## src/rtl/inst_fetch.sv

```systemverilog
// Instruction-fetch stage: drives the PC register, handshakes with instruction memory,
// buffers one instruction for decode. Optional misaligned-fetch trap: FETCH_MISALIGN_TRAP_EN.
module inst_fetch #(
    parameter logic [31:0] RESET_PC = 32'h0000_0000,
    parameter logic [31:0] PC_STEP  = 32'd4
) (
    input  logic        clk,
    input  logic        reset,
    input  logic [31:0] pc_cur,
    output logic [31:0] pc_next,
    input  logic        redirect_valid,
    input  logic [31:0] redirect_pc,
    output logic        imem_req,
    output logic [31:0] imem_addr,
    input  logic        imem_ack,
    input  logic [31:0] imem_rdata,
    output logic        inst_valid,
    output logic [31:0] inst,
    output logic [31:0] inst_pc,
    input  logic        dec_ready,
    output logic        fetch_fault
);

    typedef enum logic [1:0] {
        ST_IDLE  = 2'd0,
        ST_FETCH = 2'd1,
        ST_HOLD  = 2'd2
    } state_e;

    state_e      state_q, state_d;
    logic        inst_valid_q, inst_valid_d;
    logic [31:0] inst_q, inst_d;
    logic [31:0] inst_pc_q, inst_pc_d;
    logic        pend_valid_q, pend_valid_d;
    logic [31:0] pend_pc_q, pend_pc_d;
    logic        fault_q, fault_d;
    logic        misalign;

`ifdef FETCH_MISALIGN_TRAP_EN
    assign misalign    = (pc_cur[1:0] != 2'b00);
    assign fetch_fault = fault_q;
`else
    assign misalign    = 1'b0;
    assign fetch_fault = 1'b0;
`endif

    assign imem_req   = (state_q == ST_FETCH) && !misalign;
    assign imem_addr  = pc_cur;
    assign inst_valid = inst_valid_q;
    assign inst       = inst_q;
    assign inst_pc    = inst_pc_q;

    always_comb begin
        state_d      = state_q;
        inst_valid_d = inst_valid_q;
        inst_d       = inst_q;
        inst_pc_d    = inst_pc_q;
        pend_valid_d = pend_valid_q;
        pend_pc_d    = pend_pc_q;
        fault_d      = fault_q;
        pc_next      = pc_cur;
        case (state_q)
            ST_IDLE: begin
                state_d = ST_FETCH;
                if (redirect_valid) pc_next = redirect_pc;
            end
            ST_FETCH: begin
                if (misalign) begin
                    // A redirect wins over raising the trap for the bad PC
                    if (redirect_valid) begin
                        pc_next      = redirect_pc;
                        pend_valid_d = 1'b0;
                    end else begin
                        inst_valid_d = 1'b1;
                        inst_d       = 32'h0000_0000;
                        inst_pc_d    = pc_cur;
                        fault_d      = 1'b1;
                        state_d      = ST_HOLD;
                    end
                end else if (imem_ack) begin
                    pend_valid_d = 1'b0;
                    if (redirect_valid) begin
                        pc_next = redirect_pc;
                    end else if (pend_valid_q) begin
                        pc_next = pend_pc_q;
                    end else begin
                        inst_valid_d = 1'b1;
                        inst_d       = imem_rdata;
                        inst_pc_d    = pc_cur;
                        pc_next      = pc_cur + PC_STEP;
                        state_d      = ST_HOLD;
                    end
                end else if (redirect_valid) begin
                    // Address must stay put until ack; remember where to go afterwards
                    pend_valid_d = 1'b1;
                    pend_pc_d    = redirect_pc;
                end
            end
            ST_HOLD: begin
                if (redirect_valid) pc_next = redirect_pc;
                if (redirect_valid || dec_ready) begin
                    inst_valid_d = 1'b0;
                    fault_d      = 1'b0;
                    state_d      = ST_FETCH;
                end
            end
            default: state_d = ST_IDLE;
        endcase
        if (reset) pc_next = pc_cur;
    end

    always_ff @(posedge clk or posedge reset) begin
        if (reset) begin
            state_q      <= ST_IDLE;
            inst_valid_q <= 1'b0;
            inst_q       <= 32'h0;
            inst_pc_q    <= 32'h0;
            pend_valid_q <= 1'b0;
            pend_pc_q    <= 32'h0;
            fault_q      <= 1'b0;
        end else begin
            state_q      <= state_d;
            inst_valid_q <= inst_valid_d;
            inst_q       <= inst_d;
            inst_pc_q    <= inst_pc_d;
            pend_valid_q <= pend_valid_d;
            pend_pc_q    <= pend_pc_d;
            fault_q      <= fault_d;
        end
    end

    // The PC register and this stage must agree on the reset PC
    pc_reset_match: assert property (@(posedge clk) disable iff (reset)
        (state_q == ST_IDLE) |-> (pc_cur == RESET_PC));

endmodule

```

## config.mk

```make
export PLATFORM = sky130hd
export DESIGN_NAME = inst_fetch
export DESIGN_NICKNAME = d
export VERILOG_FILES = /design/src/rtl/inst_fetch.sv
export SDC_FILE = /design/constraint.sdc
export NUM_CORES = 1
export LEC_CHECK = 0
export CAP_MARGIN = 20
export CORE_MARGIN = 4
export CORE_UTILIZATION = 45
export CTS_BUF_LIST = sky130_fd_sc_hd__clkbuf_4 sky130_fd_sc_hd__clkbuf_8
export DETAILED_ROUTE_END_ITERATION = 12
export HOLD_SLACK_MARGIN = 0.12
export PLACE_DENSITY = 0.88
export SLEW_MARGIN = 20
export SYNTH_ARGS = -nofsm -noshare
export SYNTH_HDL_FRONTEND = slang
export SYNTH_SLANG_ARGS = --single-unit
export TNS_END_PERCENT = 1
```

## constraint.sdc

```tcl
create_clock -name clk -period 5.3 [get_ports clk]
set_input_delay 0.795 -clock clk [delete_from_list [all_inputs] [get_ports clk]]
set_output_delay 0.795 -clock clk [all_outputs]
set_load 0.01 [all_outputs]
```

== Word level (Yosys, flattened, before mapping) ==
Index checks and enable logic that the tools add are counted.

* Multiplexer cells: 18
* Reduce and logical (&&, ||, !) cells: 10
* Add/sub/neg operators: 1
* Equal/unequal tests: 6
* Bitwise operators: 3

{| class="wikitable"
|+ Operators by type and width
! kind !! number
|-
| $mux 32 || 5
|-
| $pmux 32 s2 || 1
|-
| $add 32x3->32 const B || 1
|-
| $mux 2 || 4
|-
| $reduce_and 4->1 || 2
|-
| $mux 1 || 6
|-
| $ne 2x2->1 const B || 3
|-
| $pmux 2 s3 || 1
|-
| $reduce_and 5->1 || 1
|-
| $reduce_bool 2->1 || 2
|-
| $not 1->1 || 3
|-
| $reduce_and 3->1 || 1
|-
| $eq 2x1->1 const B || 1
|-
| $eq 2x2->1 const B || 1
|-
| $logic_not 2->1 || 1
|-
| $ne 2x1->1 const B || 1
|-
| $pmux 1 s2 || 1
|-
| $reduce_and 2->1 || 1
|-
| $reduce_or 2->1 || 1
|-
| $logic_or 1x1->1 || 1
|}

* Bits in registers: 100
* Input bits: 101
* Output and inout port bits: 131
* Word-level logic and storage cells: 44

== Longest topological paths before layout ==
* Word-level depth: 6
* Mapped depth: 8
* Mapped depth without buffers: 6

== Worst setup path before layout ==
Ideal clock, no wire load.

* Kind: input-to-output
* Start: input reset
* End: output pc_next[0]
* Arrival: 3581 ps
* Stages on the path: 3
* Path slack: 924 ps
* Data required time: 4505 ps
* Cell sequence: inv_1 > nand2_1 > o21ai_0

* Cells in the longest elaborated chain, start to end: 1

{| class="wikitable"
|+ Ends and longest elaborated chain
! element !! RTL line !! source
|-
| start: declaration || 8 || <nowiki>input logic reset,</nowiki>
|-
| $mux 32 || 109 || <nowiki>if (reset) pc_next = pc_cur;</nowiki>
|-
| end: declaration || 10 || <nowiki>output logic [31:0] pc_next,</nowiki>
|}

Every way passes these cells.

== Worst setup path after layout ==
* Start: input redirect_valid
* End: output pc_next[0]

* Cells in the longest elaborated chain, start to end: 4

{| class="wikitable"
|+ Ends and longest elaborated chain
! element !! RTL line !! source
|-
| start: declaration || 11 || <nowiki>input logic redirect_valid,</nowiki>
|-
| $mux 32 || 82 || <nowiki>if (redirect_valid) begin</nowiki>
|-
| $mux 32 || 80 || <nowiki>end else if (imem_ack) begin</nowiki>
|-
| $pmux 32 s2 * || 62 || <nowiki>case (state_q)</nowiki>
|-
| $mux 32 * || 109 ||
|}

Every way passes the cells marked *; elsewhere a longest branch is shown, timed or not.

==> summary.txt <==
Status: finished clean
Die area: 14,500 um^2
Layout cells sized above 1: 8.00%
CTS tree: yes
Hold crit path type: flip-flop to flip-flop
Lkg Pwr: 0.00348 uW
Global Route Usage Sum: 25.3%
Final period utilization: 84.5%
Synth top area share: 44.0%
PostCTS Resize Cnt: 0
Root buffer cell: clkbuf_8
Pre-antenna DRT Iters: 5
Max-slew headroom: 47.7%
Sequential area share after synthesis: 44.0%
CTS Buffer Depth: 2
Post-synth EDFFs: 0
F_max: 223 MHz
Layout Skew: 0.0118 ns
Iter 0 DRT Violations: 420
Setup TNS: 0 ns
H-Tree Depth: 3
Die Y: 120 um
Largest net degree at the start of global routing: 71
Initial Utilization: 46.6%
Worst-Margin Slew: 0.785 ns
Top cells by area, synth: dfrtp_1, nand2_1, mux2_2
Final number of setup-violating endpoints: 0
# nets final: 961
Core area: 12,200 um^2
Finished Core Util: 66.7%
Worst R2R Start: pend_valid_q
DP Worst Slack: 0.861 ns
Post-Syn Area: 5690 um^2
CP startpoint: redirect_valid
Crit path kind: input pin to output pin
Vias in the first global route: 5,431
Gpl congestion: 0.921
Worst-case reg-to-reg path depth: 7
Max Fanout on Critical Path: 30
Std-Cell Rows: 40
Critical Path End Type: output pin
Gate count of the mapped netlist: 675
Synth-to-layout area growth: 43.1%
YS warnings: 0
TritonCTS Buffers: 9
First-pass GRT wire length: 29,000 um
Routed Antenna Nets: 0
Hold path depth: 2
Hold wc startpoint: inst_pc[14]
PD cells: 438 nW/um^2
R2r endpoint: inst_pc[25]
Max VDD drop: 0.241 mV
Syn_nets: 777
CP startpoint kind: input pin
RSZ-0062 raised after global routing: false
Clock transition at the registers of the reported paths: 0.08 ns
Hold Path Sink: inst_pc[14]
Setup ws final: 0.821 ns
Final WL: 18,700 um
WP data required: 4.51 ns
Ys async rst share: 100%
Synthesized flop and latch total: 100
Area leader, netlist: dfrtp_1
Arrival @ worst endpoint: 3.68 ns
Total congestion overflow: 0
Vias per inst: 5.47
IO buf count: 230
Ports: 232
Max-cap violations: 0
Drt drc: 0
CTS sink count: 100
Cts hold-fix bufs: 0
Number of hold violations in the final report: 0
Slew Limit Fails: 0
Dominant synthesized flop cell: dfrtp_1
Syn Area/Cell: 8.43 um^2
Chip width: 120 um
Post-DP HPWL: 13,900 um
Worst-Skew Late Latency: 0.38 ns
Post-synth cell types: 64
Initial antenna violation count: 1
WL/cell: 18.1 um
Via Count: 5,648
Setup Buffers After CTS: 0
R2r setup slk: 2.70 ns
Fin crit period: 4.48 ns
==> worst max path at each step <==
stage               slack [ns]  cells after the start          end
detailed placement        0.86                      8   pc_next[0]
floorplan                 0.92                      3   pc_next[0]
finish                    0.82                      8   pc_next[0]
global route              0.61                      8   pc_next[0]
global placement          0.92                      8  pc_next[26]
CTS                       0.84                      8   pc_next[0]
==> per-stage QoR <==
stage,cells,instance area [um^2],total power [uW],hold WS (ns)
finish,1032,8140,3570,0.479
global placement,1016,7910,2940,0.457
floorplan,675,5690,2070,0.448
global route,1032,8140,3790,0.508
detailed placement,1016,7910,3000,0.461
CTS,1031,8140,3600,0.485
==> synth_stat cells (7+ instances only) <==
library cell / count
o21ai_0: 31
nor3_1: 15
a21oi_1: 20
nand3_1: 14
clkbuf_1: 20
nor2_1: 34
buf_2: 13
inv_1: 7
xor2_1: 7
o21ai_1: 7
buf_4: 34
xnor2_1: 8
a22oi_1: 14
mux2_2: 30
nand2_1: 221
dfrtp_1: 100
nand4_1: 13
==> logic make-up after synthesis <==
| kind of cell | Yosys count | synth area share, % |
|---|---|---|
| compound gates | 118 | 14.2 |
| other cells | 1 | 0.0659 |
| buf+inv | 77 | 7.61 |
| flops | 100 | 44.0 |
| mux | 34 | 6.68 |
| xor+xnor | 15 | 2.31 |
| simple gates | 329 | 24.9 |
| fa+ha+maj | 1 | 0.220 |
==> per-layer routing <==
| layer | routed length, um | global-route usage [%] |
|---|---|---|
| met5 | 0 | 0 |
| met3 | 1350 | 4.82 |
| met4 | 690 | 12.3 |
| met2 | 8800 | 40.2 |
| met1 | 7840 | 33.4 |
==> report_power, final <==
group	switching (uW)	internal (uW)	total, uW
clock network	283	312	595
logic	751	884	1640
registers	220	1120	1340
==> sequential cells by signal, indices dropped and copies added (netlist names) <==
register      flops
inst             32
inst_pc          32
inst_valid        1
pend_pc_q        32
pend_valid_q      1
state_q           2
==> area by class of cell <==
class | count | area, um^2
Sequential cell | 100 | 2500
Tap cell | 168 | 210
Clock buffer | 9 | 124
Inverter | 8 | 32.5
Multi-Input combinational cell | 498 | 2770
Antenna cell | 1 | 2.50
Clock inverter | 6 | 111
Timing Repair Buffer | 242 | 2390
Fill cell | 1049 | 4070
==> layout by cell type, fill, tap and decap left out, types with 13 or more instances in the layout <==
cell type,Yosys,layout
clkdlybuf4s50_1,0,230
o21ai_0,31,31
mux2_2,30,30
nor2_1,34,32
nand2_1,221,220
a22oi_1,14,14
a21oi_1,20,20
nand4_1,13,13
nand3_1,14,14
nor3_1,15,15
dfrtp_1,100,100
==> worst max-delay path, cell delays in order <==
cell and delay (ns):
clkdlybuf4s50_1 0.61, inv_1 0.58, nand2_1 0.31, nor2_4 0.16, buf_4 0.35, o21ai_0 0.17
o21ai_0 0.12, clkdlybuf4s50_1 0.57
Power figures use the tool's default switching activity.
